**src/rtl/sum_bcd_converter_pkg.sv**
```systemverilog
// Shared definitions for the sum_bcd_converter block.
//   state_e          FSM state encoding (IDLE/SHIFT/DONE)
//   BCD_DIGIT_W      width of one BCD digit
//   ADD3_THRESHOLD   digit value at or above which double-dabble adds 3
//   SEG_BLANK        active-low seven-segment pattern with every segment off
//   seg7_decode()    BCD digit to active-low g..a segment pattern (DE1-SoC HEX)
package sum_bcd_converter_pkg;

  typedef enum logic [1:0] {
    ST_IDLE  = 2'd0,
    ST_SHIFT = 2'd1,
    ST_DONE  = 2'd2
  } state_e;

  localparam int         BCD_DIGIT_W    = 4;
  localparam logic [3:0] ADD3_THRESHOLD = 4'd5;
  localparam logic [6:0] SEG_BLANK      = 7'h7F;

  // Segment order is {g,f,e,d,c,b,a}; a segment lights when its bit is 0.
  function automatic logic [6:0] seg7_decode(input logic [3:0] digit);
    logic [6:0] seg;
    case (digit)
      4'd0:    seg = 7'h40;
      4'd1:    seg = 7'h79;
      4'd2:    seg = 7'h24;
      4'd3:    seg = 7'h30;
      4'd4:    seg = 7'h19;
      4'd5:    seg = 7'h12;
      4'd6:    seg = 7'h02;
      4'd7:    seg = 7'h78;
      4'd8:    seg = 7'h00;
      4'd9:    seg = 7'h10;
      default: seg = SEG_BLANK;
    endcase
    return seg;
  endfunction

endpackage

```
**src/rtl/sum_bcd_converter_if.sv**
```systemverilog
// Start/done handshake and result bus between the adder side and the
// binary-to-BCD converter.
//   start, bin_in         request a conversion of bin_in (driven by master)
//   busy, done            conversion status (driven by slave)
//   bcd_hund/tens/ones    last completed result (driven by slave)
//   hex0..hex2            active-low segment patterns, only when
//                         SUM_BCD_SEG_DECODE_EN is defined
// Modports: master = requester, slave = converter.
interface sum_bcd_converter_if #(
  parameter int WIDTH = 9
);
  import sum_bcd_converter_pkg::*;

  logic                   start;
  logic [WIDTH-1:0]       bin_in;
  logic                   busy;
  logic                   done;
  logic [BCD_DIGIT_W-1:0] bcd_ones;
  logic [BCD_DIGIT_W-1:0] bcd_tens;
  logic [BCD_DIGIT_W-1:0] bcd_hund;
`ifdef SUM_BCD_SEG_DECODE_EN
  logic [6:0]             hex0;
  logic [6:0]             hex1;
  logic [6:0]             hex2;
`endif

  modport master (
    output start,
    output bin_in,
    input  busy,
    input  done,
    input  bcd_ones,
    input  bcd_tens,
    input  bcd_hund
`ifdef SUM_BCD_SEG_DECODE_EN
    ,
    input  hex0,
    input  hex1,
    input  hex2
`endif
  );

  modport slave (
    input  start,
    input  bin_in,
    output busy,
    output done,
    output bcd_ones,
    output bcd_tens,
    output bcd_hund
`ifdef SUM_BCD_SEG_DECODE_EN
    ,
    output hex0,
    output hex1,
    output hex2
`endif
  );

endinterface

```
**src/rtl/sum_bcd_converter_bcd_digit_adj.sv**
```systemverilog
// Double-dabble digit correction: one BCD digit in, the same digit plus 3
// out when it is 5 or more, so that the following left shift carries
// correctly into the next decimal digit.
//   digit_in   current scratch digit
//   digit_out  corrected digit, ready to be shifted
module bcd_digit_adj
  import sum_bcd_converter_pkg::*;
(
  input  logic [BCD_DIGIT_W-1:0] digit_in,
  output logic [BCD_DIGIT_W-1:0] digit_out
);

  // Add-3 correction; a digit of at most 9 plus 3 still fits in 4 bits.
  always_comb begin
    digit_out = digit_in;
    if (digit_in >= ADD3_THRESHOLD) begin
      digit_out = digit_in + 4'd3;
    end else begin
      digit_out = digit_in;
    end
  end

endmodule

```
**src/rtl/sum_bcd_converter.sv**
```systemverilog
// Sequential binary-to-BCD converter (shift-and-add-3) for the 9-bit
// ripple-adder result {c_out, s[7:0]}, driving three BCD digits for the
// DE1-SoC HEX displays.
//   clk   system clock, rising edge
//   rst   asynchronous, active-high reset
//   bus   sum_bcd_converter_if.slave: start/bin_in in; busy/done/bcd_* out
// Optional: define SUM_BCD_SEG_DECODE_EN to add hex0..hex2 segment outputs
// (combinational decode of the registered digits, leading-zero blanked).
//
// Timing: start sampled at edge N; WIDTH shifts on edges N+1..N+WIDTH; the
// FSM sits in DONE for one cycle and the digits are registered at edge
// N+WIDTH+1, together with the one-cycle done pulse. busy is the registered
// image of the SHIFT state, so it is high for exactly WIDTH cycles.
module sum_bcd_converter
  import sum_bcd_converter_pkg::*;
#(
  parameter int WIDTH  = 9,
  parameter int DIGITS = 3
) (
  input  logic                 clk,
  input  logic                 rst,
  sum_bcd_converter_if.slave   bus
);

  localparam int SCR_W = BCD_DIGIT_W * DIGITS;
  localparam int OUT_W = BCD_DIGIT_W * 3;
  localparam int CNT_W = $clog2(WIDTH + 1);

  state_e             state_q, state_d;
  logic [WIDTH-1:0]   shift_q, shift_d;
  logic [SCR_W-1:0]   scratch_q, scratch_d;
  logic [CNT_W-1:0]   cnt_q, cnt_d;
  logic [OUT_W-1:0]   bcd_q, bcd_d;
  logic               busy_q, busy_d;
  logic               done_q, done_d;
  logic [SCR_W-1:0]   adj_s;

  // All digits are corrected in parallel before the shift.
  for (genvar g = 0; g < DIGITS; g++) begin : g_adj
    bcd_digit_adj u_adj (
      .digit_in  (scratch_q[g*BCD_DIGIT_W +: BCD_DIGIT_W]),
      .digit_out (adj_s[g*BCD_DIGIT_W +: BCD_DIGIT_W])
    );
  end

  // Next-state and datapath logic for the IDLE/SHIFT/DONE controller.
  always_comb begin
    state_d   = state_q;
    shift_d   = shift_q;
    scratch_d = scratch_q;
    cnt_d     = cnt_q;
    bcd_d     = bcd_q;
    // Status outputs are one cycle behind the state they describe.
    busy_d    = (state_q == ST_SHIFT);
    done_d    = (state_q == ST_DONE);

    case (state_q)
      ST_IDLE: begin
        if (bus.start) begin
          shift_d   = bus.bin_in;
          scratch_d = {SCR_W{1'b0}};
          cnt_d     = {CNT_W{1'b0}};
          state_d   = ST_SHIFT;
        end else begin
          state_d   = ST_IDLE;
        end
      end

      ST_SHIFT: begin
        // start is deliberately ignored here; bin_in was captured already.
        {scratch_d, shift_d} = {adj_s, shift_q} << 1'b1;
        cnt_d = cnt_q + {{(CNT_W-1){1'b0}}, 1'b1};
        if (cnt_q == CNT_W'(WIDTH - 1)) begin
          state_d = ST_DONE;
        end else begin
          state_d = ST_SHIFT;
        end
      end

      ST_DONE: begin
        // scratch holds the finished digits; publish them only here so the
        // outputs never show intermediate values.
        bcd_d = scratch_q[OUT_W-1:0];
        if (bus.start) begin
          shift_d   = bus.bin_in;
          scratch_d = {SCR_W{1'b0}};
          cnt_d     = {CNT_W{1'b0}};
          state_d   = ST_SHIFT;
        end else begin
          state_d   = ST_IDLE;
        end
      end

      default: begin
        state_d = ST_IDLE;
      end
    endcase
  end

  // State, datapath and output registers; reset discards any partial result.
  always_ff @(posedge clk or posedge rst) begin
    if (rst) begin
      state_q   <= ST_IDLE;
      shift_q   <= {WIDTH{1'b0}};
      scratch_q <= {SCR_W{1'b0}};
      cnt_q     <= {CNT_W{1'b0}};
      bcd_q     <= {OUT_W{1'b0}};
      busy_q    <= 1'b0;
      done_q    <= 1'b0;
    end else begin
      state_q   <= state_d;
      shift_q   <= shift_d;
      scratch_q <= scratch_d;
      cnt_q     <= cnt_d;
      bcd_q     <= bcd_d;
      busy_q    <= busy_d;
      done_q    <= done_d;
    end
  end

  assign bus.busy     = busy_q;
  assign bus.done     = done_q;
  assign bus.bcd_ones = bcd_q[3:0];
  assign bus.bcd_tens = bcd_q[7:4];
  assign bus.bcd_hund = bcd_q[11:8];

`ifdef SUM_BCD_SEG_DECODE_EN
  logic [6:0] hex0_s;
  logic [6:0] hex1_s;
  logic [6:0] hex2_s;

  // Segment decode with leading-zero blanking; the ones digit always shows.
  always_comb begin
    hex0_s = seg7_decode(bcd_q[3:0]);
    if (bcd_q[11:8] == 4'd0) begin
      hex2_s = SEG_BLANK;
    end else begin
      hex2_s = seg7_decode(bcd_q[11:8]);
    end
    if ((bcd_q[11:8] == 4'd0) && (bcd_q[7:4] == 4'd0)) begin
      hex1_s = SEG_BLANK;
    end else begin
      hex1_s = seg7_decode(bcd_q[7:4]);
    end
  end

  assign bus.hex0 = hex0_s;
  assign bus.hex1 = hex1_s;
  assign bus.hex2 = hex2_s;
`endif

endmodule

```
**src/flat_wrapper.sv**
```systemverilog
// flat-port wrapper written by rule: the top's interface ports become plain ports
module sum_bcd_converter_flat import sum_bcd_converter_pkg::*;
#(
  parameter int WIDTH  = 9,
  parameter int DIGITS = 3
)
  (clk, rst, bus_start, bus_bin_in, bus_busy, bus_done, bus_bcd_ones, bus_bcd_tens, bus_bcd_hund);
  sum_bcd_converter_if #(.WIDTH(WIDTH)) bus_i ();
  input  logic clk;
  input  logic rst;
  input wire logic [$bits(bus_i.start)-1:0] bus_start;
  input wire logic [$bits(bus_i.bin_in)-1:0] bus_bin_in;
  output wire logic [$bits(bus_i.busy)-1:0] bus_busy;
  output wire logic [$bits(bus_i.done)-1:0] bus_done;
  output wire logic [$bits(bus_i.bcd_ones)-1:0] bus_bcd_ones;
  output wire logic [$bits(bus_i.bcd_tens)-1:0] bus_bcd_tens;
  output wire logic [$bits(bus_i.bcd_hund)-1:0] bus_bcd_hund;
  assign bus_i.start = bus_start;
  assign bus_i.bin_in = bus_bin_in;
  assign bus_busy = bus_i.busy;
  assign bus_done = bus_i.done;
  assign bus_bcd_ones = bus_i.bcd_ones;
  assign bus_bcd_tens = bus_i.bcd_tens;
  assign bus_bcd_hund = bus_i.bcd_hund;
  sum_bcd_converter #(.WIDTH(WIDTH), .DIGITS(DIGITS)) u_core (.clk(clk), .rst(rst), .bus(bus_i));
endmodule
```
**config.mk**
```make
export PLATFORM = sky130hd
export DESIGN_NAME = sum_bcd_converter_flat
export DESIGN_NICKNAME = d
export VERILOG_FILES = /design/src/rtl/sum_bcd_converter_pkg.sv /design/src/rtl/sum_bcd_converter_if.sv /design/src/rtl/sum_bcd_converter_bcd_digit_adj.sv /design/src/rtl/sum_bcd_converter.sv /design/src/flat_wrapper.sv
export SDC_FILE = /design/constraint.sdc
export NUM_CORES = 1
export LEC_CHECK = 0
export CORE_MARGIN = 1
export CORE_UTILIZATION = 60
export CTS_BUF_LIST = sky130_fd_sc_hd__clkbuf_2 sky130_fd_sc_hd__clkbuf_4 sky130_fd_sc_hd__clkbuf_8
export CTS_CLUSTER_DIAMETER = 200
export CTS_CLUSTER_SIZE = 30
export DETAILED_ROUTE_END_ITERATION = 7
export GPL_TIMING_DRIVEN = 0
export PLACE_DENSITY_LB_ADDON = 0.3
export SYNTH_ARGS = -nofsm -noshare
export SYNTH_HDL_FRONTEND = slang
export SYNTH_HIERARCHICAL = 1
export SYNTH_SLANG_ARGS = --single-unit
```
**constraint.sdc**
```tcl
create_clock -name clk -period 3.3 [get_ports clk]
set_clock_uncertainty 0.05 [all_clocks]
set_input_delay 0.99 -clock clk [delete_from_list [all_inputs] [get_ports clk]]
set_output_delay 0.99 -clock clk [all_outputs]
set_load 0.005 [all_outputs]
```
==> reports/metrics.yaml <==
status: "finished clean"
r2r_cells: 6
drv_cap: 0
placed_area_um2: 2240
drc: 0
drt_iter0_drc: 58
die_h_um: 58.8
final_hold_viol_count: 0
worst_slew_pin_slew_ps: 806
cpMaxStageDelayCell: "clkdlybuf4s50_1"
min_period_ps: 2260
vias: 1388
area_growth_pct: 21.1
core_um2: 3050
holdPathStages: 1
postCtsSetupRepairBufs: 0
cp.required_ps: 2260
nets: 221
cts_sinks: 41
syn-instance-count: 169
hpwl_um: 2500
avgSynthCellArea_um2: 11.5
start_util_pct: 63.4
synthesis.nets: 189
powerDensity_nw_per_um2: 949
cts_inserted_buffers: 5
track_usage_pct: 23.7
io_buffers: 25
netlist_area_um2: 1940
max_freq_ghz: 0.443
tns_ps: 0
dieWidth_um: 58.8
grt_pass1_vias: 1286
holdCritPathClass: "reg2reg"
io_pins: 26
arrival_ps: 1220
crit_family: "buffers and inverters"
irDropWorstVdd_mv: 0.559
slew_headroom_pct: 46.2
hold_buffers: 0
ys_warn_count: 6
cts-root-buf: "clkbuf_4"
grt.overflow.total: 0
cts_buffer_depth: 2
antenna_left: 0
gp_congestion: 0.750
critPathMaxFanout: 2
cts_resized: 0
critPathKind: "reg2out"
setup_viol: 0
maxSlewViolCount: 0
drive_above_1_share_pct: 11.4
path_clk_slew_ps: 110
cpPeakStageDelay_ps: 500
cts_tree: "yes"
insertion_delay_ps: 360
placementRows: 20
critical_path_depth: 1
dieArea_um2: 3460
grt_max_degree: 42
rsz0062_at_grt: "false"
cp-start-kind: "flip-flop"
htree_levels: 2
path_cells: "clkdlybuf4s50_1"
final_area_um2: 2340
critPathCaptureType: "output port"
diodes: 0
power_mw: 2.22
avgRoutedWirePerCell_um: 14.4
critPathBufInv: 1
grt_first_pass_wirelength_um: 5910
antenna_found_initial: 0
finalCritPeriodShare_pct: 68.4
leakagePower_nw: 1.13
first_pass_iters: 4
routed_wl_um: 3550
viasPerCell: 5.64
## where the power goes
group | internal [mW] | switching, mW
registers | 0.706 | 0.182
clock network | 0.234 | 0.160
logic | 0.496 | 0.446
## metrics by stage
stage	cells	hold slack (ps)	util (%)	worst slack [ps]
3_3_place_gp	238	415	73.4	541
2_1_floorplan	169	423	-	1310
4_1_cts	246	451	76.8	1020
6_report	246	446	76.8	1040
5_1_grt	246	475	76.8	981
3_5_place_dp	238	426	73.4	1020
## cell usage in the layout (no fill, tap or decap), drive strengths merged
| cell type | count |
|---|---|
| dfrtp | 41 |
| clkdlybuf4s50 | 25 |
| nand2 | 15 |
| o21ai | 15 |
| a22o | 13 |
| mux2i | 12 |
| mux2 | 12 |
| inv | 11 |
| nand3 | 10 |
| ha | 8 |
| nand2b | 7 |
| buf | 7 |
| clkbuf | 5 |
| a21oi | 4 |
| xnor2 | 4 |
| nor2 | 3 |
| bufinv | 2 |
| o22ai | 2 |
| nor2b | 2 |
| clkinv | 1 |
| nor3 | 1 |
| nand4b | 1 |
| xor2 | 1 |
## area by class of cell
cell class              instances  area, um^2
plain buffers                   7        42.5
clock buffers                   5        37.5
clock inverters                 3        65.1
fillers                       225         709
inverters                      11        41.3
multi-input cells             110         826
flip-flops and latches         41        1030
well taps                      44        55.1
repair buffers                 25         250
## sequential cells by signal, summed over array words and instances, names as in the netlist
signal	cells
u_core/bcd_q	12
u_core/scratch_q	12
u_core/shift_q	9
u_core/cnt_q	4
u_core/state_q	2
u_core/bus.busy	1
u_core/bus.done	1
## final timing paths
kind,start,endpoint,slack (ps)
max,u_core/bcd_q[2]$_DFFE_PP0P_,bus_bcd_ones[2],1040
min,u_core/bcd_q[6]$_DFFE_PP0P_,u_core/bcd_q[6]$_DFFE_PP0P_,450
max reg2reg,u_core/scratch_q[1]$_DFFE_PP0P_,u_core/scratch_q[2]$_DFFE_PP0P_,1760
min reg2reg,u_core/bcd_q[6]$_DFFE_PP0P_,u_core/bcd_q[6]$_DFFE_PP0P_,450
max in group asynchronous,rst,u_core/bcd_q[9]$_DFFE_PP0P_,1640
min in group asynchronous,rst,u_core/bus.busy$_DFF_PP0_,1050
## metal layers
metal,track usage (%),up-vias,part of all wire [%],wire (um)
met2,40.6,33,52,1840
li1,-,653,-,-
met5,0,-,0,0
met3,6.59,8,4.3,151
met4,10.9,0,1.8,65
met1,27.6,694,42,1490
No activity file was read; power rests on OpenSTA's default activity.
